===== config.mk =====
export PLATFORM = sky130hd
export DESIGN_NAME = mul_8bit
export DESIGN_NICKNAME = d
export VERILOG_FILES = /design/src/rtl/mul_8bit.sv
export SDC_FILE = /design/constraint.sdc
export NUM_CORES = 1
export LEC_CHECK = 0
export CAP_MARGIN = 0
export CORE_ASPECT_RATIO = 2
export CORE_UTILIZATION = 54
export CTS_CLUSTER_DIAMETER = 120
export DETAILED_ROUTE_END_ITERATION = 12
export GPL_TIMING_DRIVEN = 0
export PLACE_DENSITY = 0.89
export SLEW_MARGIN = 10
export SYNTH_ARGS = -nofsm -noshare
export SYNTH_HDL_FRONTEND = slang
export SYNTH_SLANG_ARGS = --single-unit

===== constraint.sdc =====
create_clock -name clk_i -period 3.9 [get_ports clk_i]
set_input_delay 0.585 -clock clk_i [delete_from_list [all_inputs] [get_ports clk_i]]
set_output_delay 0.585 -clock clk_i [all_outputs]
set_load 0.02 [all_outputs]

===== src/rtl/mul_8bit.sv =====
// mul_8bit: sequential 8x8 unsigned shift-and-add multiplier.
// Product is truncated to 8 bits and is valid once busy falls.
//
// Ports:
//   clk_i   - clock, all state changes on the rising edge
//   rst_i   - asynchronous active-low reset
//   a_bi    - multiplicand, captured on the start edge
//   b_bi    - multiplier, captured on the start edge
//   start_i - start request, sampled only while idle
//   busy_o  - high while a product is being computed
//   y_bo    - last completed product, (a*b) mod 256

module mul_8bit (
  input  logic       clk_i,
  input  logic       rst_i,
  input  logic [7:0] a_bi,
  input  logic [7:0] b_bi,
  input  logic       start_i,
  output logic       busy_o,
  output logic [7:0] y_bo
);

  typedef enum logic {
    IDLE = 1'b0,
    WORK = 1'b1
  } state_t;

  state_t     state;
  logic [7:0] a_r;
  logic [7:0] b_r;
  logic [7:0] acc;
  logic [2:0] ctr;
  logic [7:0] acc_nxt;
  logic       last;

  // One partial product per cycle; bits shifted past
  // bit 7 drop out, which gives the mod-256 result.
  always_comb begin
    acc_nxt = acc;
    if (b_r[ctr]) begin
      acc_nxt = acc + (a_r << ctr);
    end
  end

  assign last = (ctr == 3'd7);

  always_ff @(posedge clk_i or negedge rst_i) begin
    if (!rst_i) begin
      state  <= IDLE;
      busy_o <= 1'b0;
      y_bo   <= 8'd0;
      a_r    <= 8'd0;
      b_r    <= 8'd0;
      acc    <= 8'd0;
      ctr    <= 3'd0;
    end else begin
      unique case (state)
        IDLE: begin
          if (start_i) begin
            a_r    <= a_bi;
            b_r    <= b_bi;
            acc    <= 8'd0;
            ctr    <= 3'd0;
            busy_o <= 1'b1;
            state  <= WORK;
          end
        end
        WORK: begin
          acc <= acc_nxt;
          ctr <= ctr + 3'd1;
          if (last) begin
            y_bo   <= acc_nxt;
            busy_o <= 1'b0;
            state  <= IDLE;
          end
        end
        default: begin
          state  <= IDLE;
          busy_o <= 1'b0;
        end
      endcase
    end
  end

endmodule


Word level (Yosys, flattened, before mapping)
Index checks and enable logic that the tools add are counted.
{"block": "op_classes", "n_reduce_logical": 3, "n_addsub": 2, "eq_ne": 3, "n_lt_le_gt_ge": 1, "n_mux": 13, "n_shift": 1, "n_bitwise": 1}
{"cell": "$mux 8", "count": 2}
{"cell": "$pmux 8 s2", "count": 1}
{"cell": "$add 8x8->8", "count": 1}
{"cell": "$shl 8x3->8", "count": 1}
{"cell": "$pmux 3 s2", "count": 1}
{"cell": "$reduce_and 2->1", "count": 3}
{"cell": "$mux 1", "count": 5}
{"cell": "$lt 3x4->1 const B", "count": 1}
{"cell": "$pmux 1 s2", "count": 2}
{"cell": "$add 3x1->3 const B", "count": 1}
{"cell": "$bmux 1 s3", "count": 1}
{"cell": "$eq 3x3->1 const B", "count": 1}
{"cell": "$mux 3", "count": 1}
{"cell": "$ne 2x1->1 const B", "count": 1}
{"cell": "$ne 2x2->1 const B", "count": 1}
{"cell": "$not 1->1", "count": 1}
{"block": "totals", "regBits": 37, "word_cells": 31, "output_inout_bits": 9}

Longest topological paths before layout
{"block": "logic_depth", "word_depth": 4, "mapped_depth": 12}

Worst setup path after synthesis
OpenSTA, ideal clock, no wires.
{"block": "synth_path", "path_kind": "flip-flop to flip-flop", "from": "register ctr[0]", "to": "register acc[7]", "path_buffers": 1, "setup_ns": 0.131, "stages_incl_launch_ff": 11, "required_time_ns": 3.769, "arrival_time_ns": 2.751, "setup_slack_ns": 1.018, "path_cell_list": "dfrtp_1 buf_4 mux4_1 mux2_2 ha_1 a21o_1 a31o_2 or3_1 a21oi_2 xnor2_1 o21ai_1"}
{"block": "synth_via", "elab_chain_len": 4}
{"item": "start, declared", "line": "32", "rtl": "logic [2:0] ctr;"}
{"item": "start signal, assigned", "line": "70", "rtl": "ctr <= ctr + 3'd1;"}
{"item": "$shl 8x3->8 / $bmux 1 s3 (equally long branches)", "line": "41, 40"}
{"item": "$add 8x8->8 / $mux 1 (equally long branches)", "line": "41, 40"}
{"item": "$mux 8 *", "line": "40", "rtl": "if (b_r[ctr]) begin"}
{"item": "$pmux 8 s2 *", "line": "57", "rtl": "unique case (state)"}
{"item": "end signal, assigned", "line": "69", "rtl": "acc <= acc_nxt;"}
{"item": "end, declared", "line": "31", "rtl": "logic [7:0] acc;"}
Mark *: on every way between the ends. The rest lies on a longest branch, timed or not. The select of a mux whose other input is x is not followed.
A chain may end at the register's enable or synchronous reset.

Final worst setup path
Ends and elaborated chain as after synthesis.

==> metrics.md <==
| Metric | Value |
|---|---|
| First-pass GRT wire length | 7450 um |
| Clk slew on worst S/H paths | 80 ps |
| Unrepaired setup endpoints after global routing | no |
| Fin nets | 242 |
| Power per cell area | 1050 nW/um2 |
| Port bufs | 26 |
| Area delta synth->final | 21.1% |
| Worst hold path class | in2async |
| Clock network latency to the later pin of the worst-skew pair | 290 ps |
| Final slew viol count | 0 |
| Clock share of power | 13.0% |
| Yosys top cell area share | 45.7% |
| CTS Hold Bufs | 0 |
| Pin count of the biggest net entering global routing | 38 |
| Tot Pwr | 2.57 mW |
| Final Cell Area | 2450 um2 |
| Die Wd | 45.3 um |
| FF-to-FF setup slack | 690 ps |
| Post-synth EDFFs | 0 |
| Comb pwr share | 58.6% |
| Sequential Power Share | 28.4% |
| I/O pin count | 28 |
| H-tree depth | 2 |
| Max-cap viol count | 0 |
| DR vias | 1509 |
| Area leader, netlist | dfrtp_1 |
| Final Worst Setup Slack | 685 ps |
| Final setup violation count | 0 |
| R2r endpoint | acc[7]$_DFFE_PN0P_ |
| CTS root buffer | clkbuf_8 |
| #FFs+latches synth | 37 |
| 1st-iter DRT viols | 23 |
| CORE AREA | 3610 um2 |
| GPL Wtd Cong | 0.893 |
| Syn Nets | 209 |
| Die ar. | 4010 um2 |
| Chip height | 88.6 um |
| Clock Sinks | 37 |
| Share of cells above drive strength 1 | 15.9% |
| Worst EP required | 4070 ps |
| Routed len/inst | 16.9 um |
| HPWL Detailed | 3280 um |
| Bufs on Longest Clock Path | 2 |
| Cell count of the worst reg-to-reg path | 10 |
| ANT cells | 0 |
| Final Cycle Share | 82.4% |
| Worst slew pin tran | 797 ps |
| Dpl ws | 734 ps |
| Post-synthesis async set-or-reset flop share | 100% |
| Synth Area per Inst | 11.2 um2 |
| Worst Skew | 9.82 ps |
| Vias in the first global route | 1608 |
| Vias per cell | 5.74 |
| Leak Pwr | 1.10 nW |
| Final ANT Viol Nets | 0 |
| CP Capture Type | register |
| Crit path DAT | 3380 ps |
| Warnings, synthesis | 0 |
| R2R Path Start | ctr[0]$_DFFE_PN0P_ |
| TritonCTS clock tree | built |
| Psw | 1.08 mW |
| Gr usage total | 26.9% |
| Maximum vdd drop | 0.655 mV |
| Initial antenna violation count | 0 |
| Pint | 1.49 mW |
| Final min period | 3210 ps |
| Crit Path Class | reg2reg |
| DP Area | 2340 um2 |
| CTS resizes | 0 |
| Grt total ovfl | 0 |
| Sequential-to-total area share from yosys stat | 45.7% |
| Cells after Synth | 180 |
| Crit Path Max Fanout | 10 |
| Residual DRC | 0 |
| Yosys cell types | 38 |
| Postcts setup bufs | 0 |
| Initial Utilization | 56.1% |
| Finished Layout Cells | 263 |
| Synth Flop Type | dfrtp_1 |
| TritonRoute pass-1 iters | 4 |
| Placed cell count | 255 |
| Achievable frequency | 311 MHz |
| Final hold violation count | 0 |
| Synth top area cells | dfrtp_1 46%, mux2_2 9.5%, ha_1 5.6%, mux4_1 5.2%, nand2_1 4.3% |
| Setup TNS | 0 ps |
| Cell Area, Synth | 2020 um2 |
| Rows | 31 |
| CP startpoint kind | register |
| Status | completed |
| Routed wire length | 4460 um |
| Worst slew margin | 46.8% |
| CTS Buf Count | 5 |
| Net Sw Frac | 42.1% |
-- worst max-delay path, stage by stage (launching register included) --
cell and delay, ps:
dfrtp_1 480, buf_4 240, mux4_1 560, mux2_2 280, ha_1 330, a21o_1 170, a31o_2 210, or3_1 320
a21oi_2 230, xnor2_1 180, o21ai_1 80
-- final cells by class --
type                            count  area (um2)
Fill cell                         282        1150
Multi-Input combinational cell    129        1040
Sequential cell                    37         926
Timing Repair Buffer               26         255
Clock buffer                        6        72.6
Tap cell                           49        61.3
Clock inverter                      2        38.8
Buffer                              8        36.3
Inverter                            6        22.5
-- cells in the mapped netlist, types with 2 or more instances --
| library cell | number |
|---|---|
| dfrtp_1 | 37 |
| nand2_1 | 23 |
| mux2_2 | 17 |
| o21ai_0 | 11 |
| ha_1 | 9 |
| mux2i_1 | 8 |
| a21oi_1 | 7 |
| nor2_1 | 6 |
| o22ai_1 | 6 |
| xnor2_1 | 6 |
| a21o_1 | 5 |
| clkbuf_1 | 5 |
| inv_1 | 4 |
| mux4_1 | 4 |
| o21ai_1 | 4 |
| nand3_1 | 3 |
| a31oi_1 | 2 |
| a32o_1 | 2 |
| inv_2 | 2 |
-- layout by cell type (no fill, tap or decap), types with 7 or more instances in the layout --
cell	netlist	routed
a21oi_1	7	7
clkdlybuf4s50_1	0	25
dfrtp_1	37	37
ha_1	9	9
mux2_2	17	17
mux2i_1	8	8
nand2_1	23	23
o21ai_0	11	11
-- state kept, by name (all words and copies together) (netlist names) --
name	flops
b_r	8
busy_o	1
acc	8
a_r	8
ctr	3
state	1
y_bo	8
-- kinds of logic after synthesis --
logic type	after synthesis	share of synthesized area, %
AO/OA/AOI/OAI	42	12.7
buffers and inverters	14	2.90
adder cells (fa/ha/maj)	10	6.55
AND/OR/NAND/NOR	40	8.65
flip-flops	37	45.7
XOR/XNOR	6	2.60
multiplexers	31	20.8
-- per-layer routing --
| layer | GRT usage [%] | vias to the layer above | share of wire [%] |
|---|---|---|---|
| met5 | 0 | - | 0 |
| met4 | 18.7 | 0 | 6.7 |
| met3 | 5.10 | 23 | 2.6 |
| met2 | 47.4 | 41 | 56 |
| met1 | 26.9 | 724 | 34 |
| li1 | - | 721 | - |
-- stage by stage --
stage	hold slack [ps]	utilization, %
after floorplan	289	-
after global placement	460	65.0
after detailed placement	474	64.9
after CTS	398	68.0
after global routing	444	68.0
final	369	68.0
-- power groups by stage --
stage                     logic (mW)  clock network [mW]  registers, mW
final                           1.51               0.334          0.731
after global routing            1.65               0.350          0.759
after CTS                       1.51               0.336          0.732
after detailed placement        1.49                   0          0.735
after global placement          1.43                   0          0.724
after floorplan                 1.10                   0          0.734
-- worst max-delay path by stage --
stage,depth (start not counted),endpoint,from
2_1_floorplan,10,acc[7]$_DFFE_PN0P_,ctr[0]$_DFFE_PN0P_
3_3_place_gp,10,acc[7]$_DFFE_PN0P_,ctr[0]$_DFFE_PN0P_
3_5_place_dp,10,acc[7]$_DFFE_PN0P_,ctr[0]$_DFFE_PN0P_
4_1_cts,10,acc[7]$_DFFE_PN0P_,ctr[0]$_DFFE_PN0P_
5_1_grt,10,acc[7]$_DFFE_PN0P_,ctr[0]$_DFFE_PN0P_
6_report,10,acc[7]$_DFFE_PN0P_,ctr[0]$_DFFE_PN0P_
(Power assumes the default switching activity.)
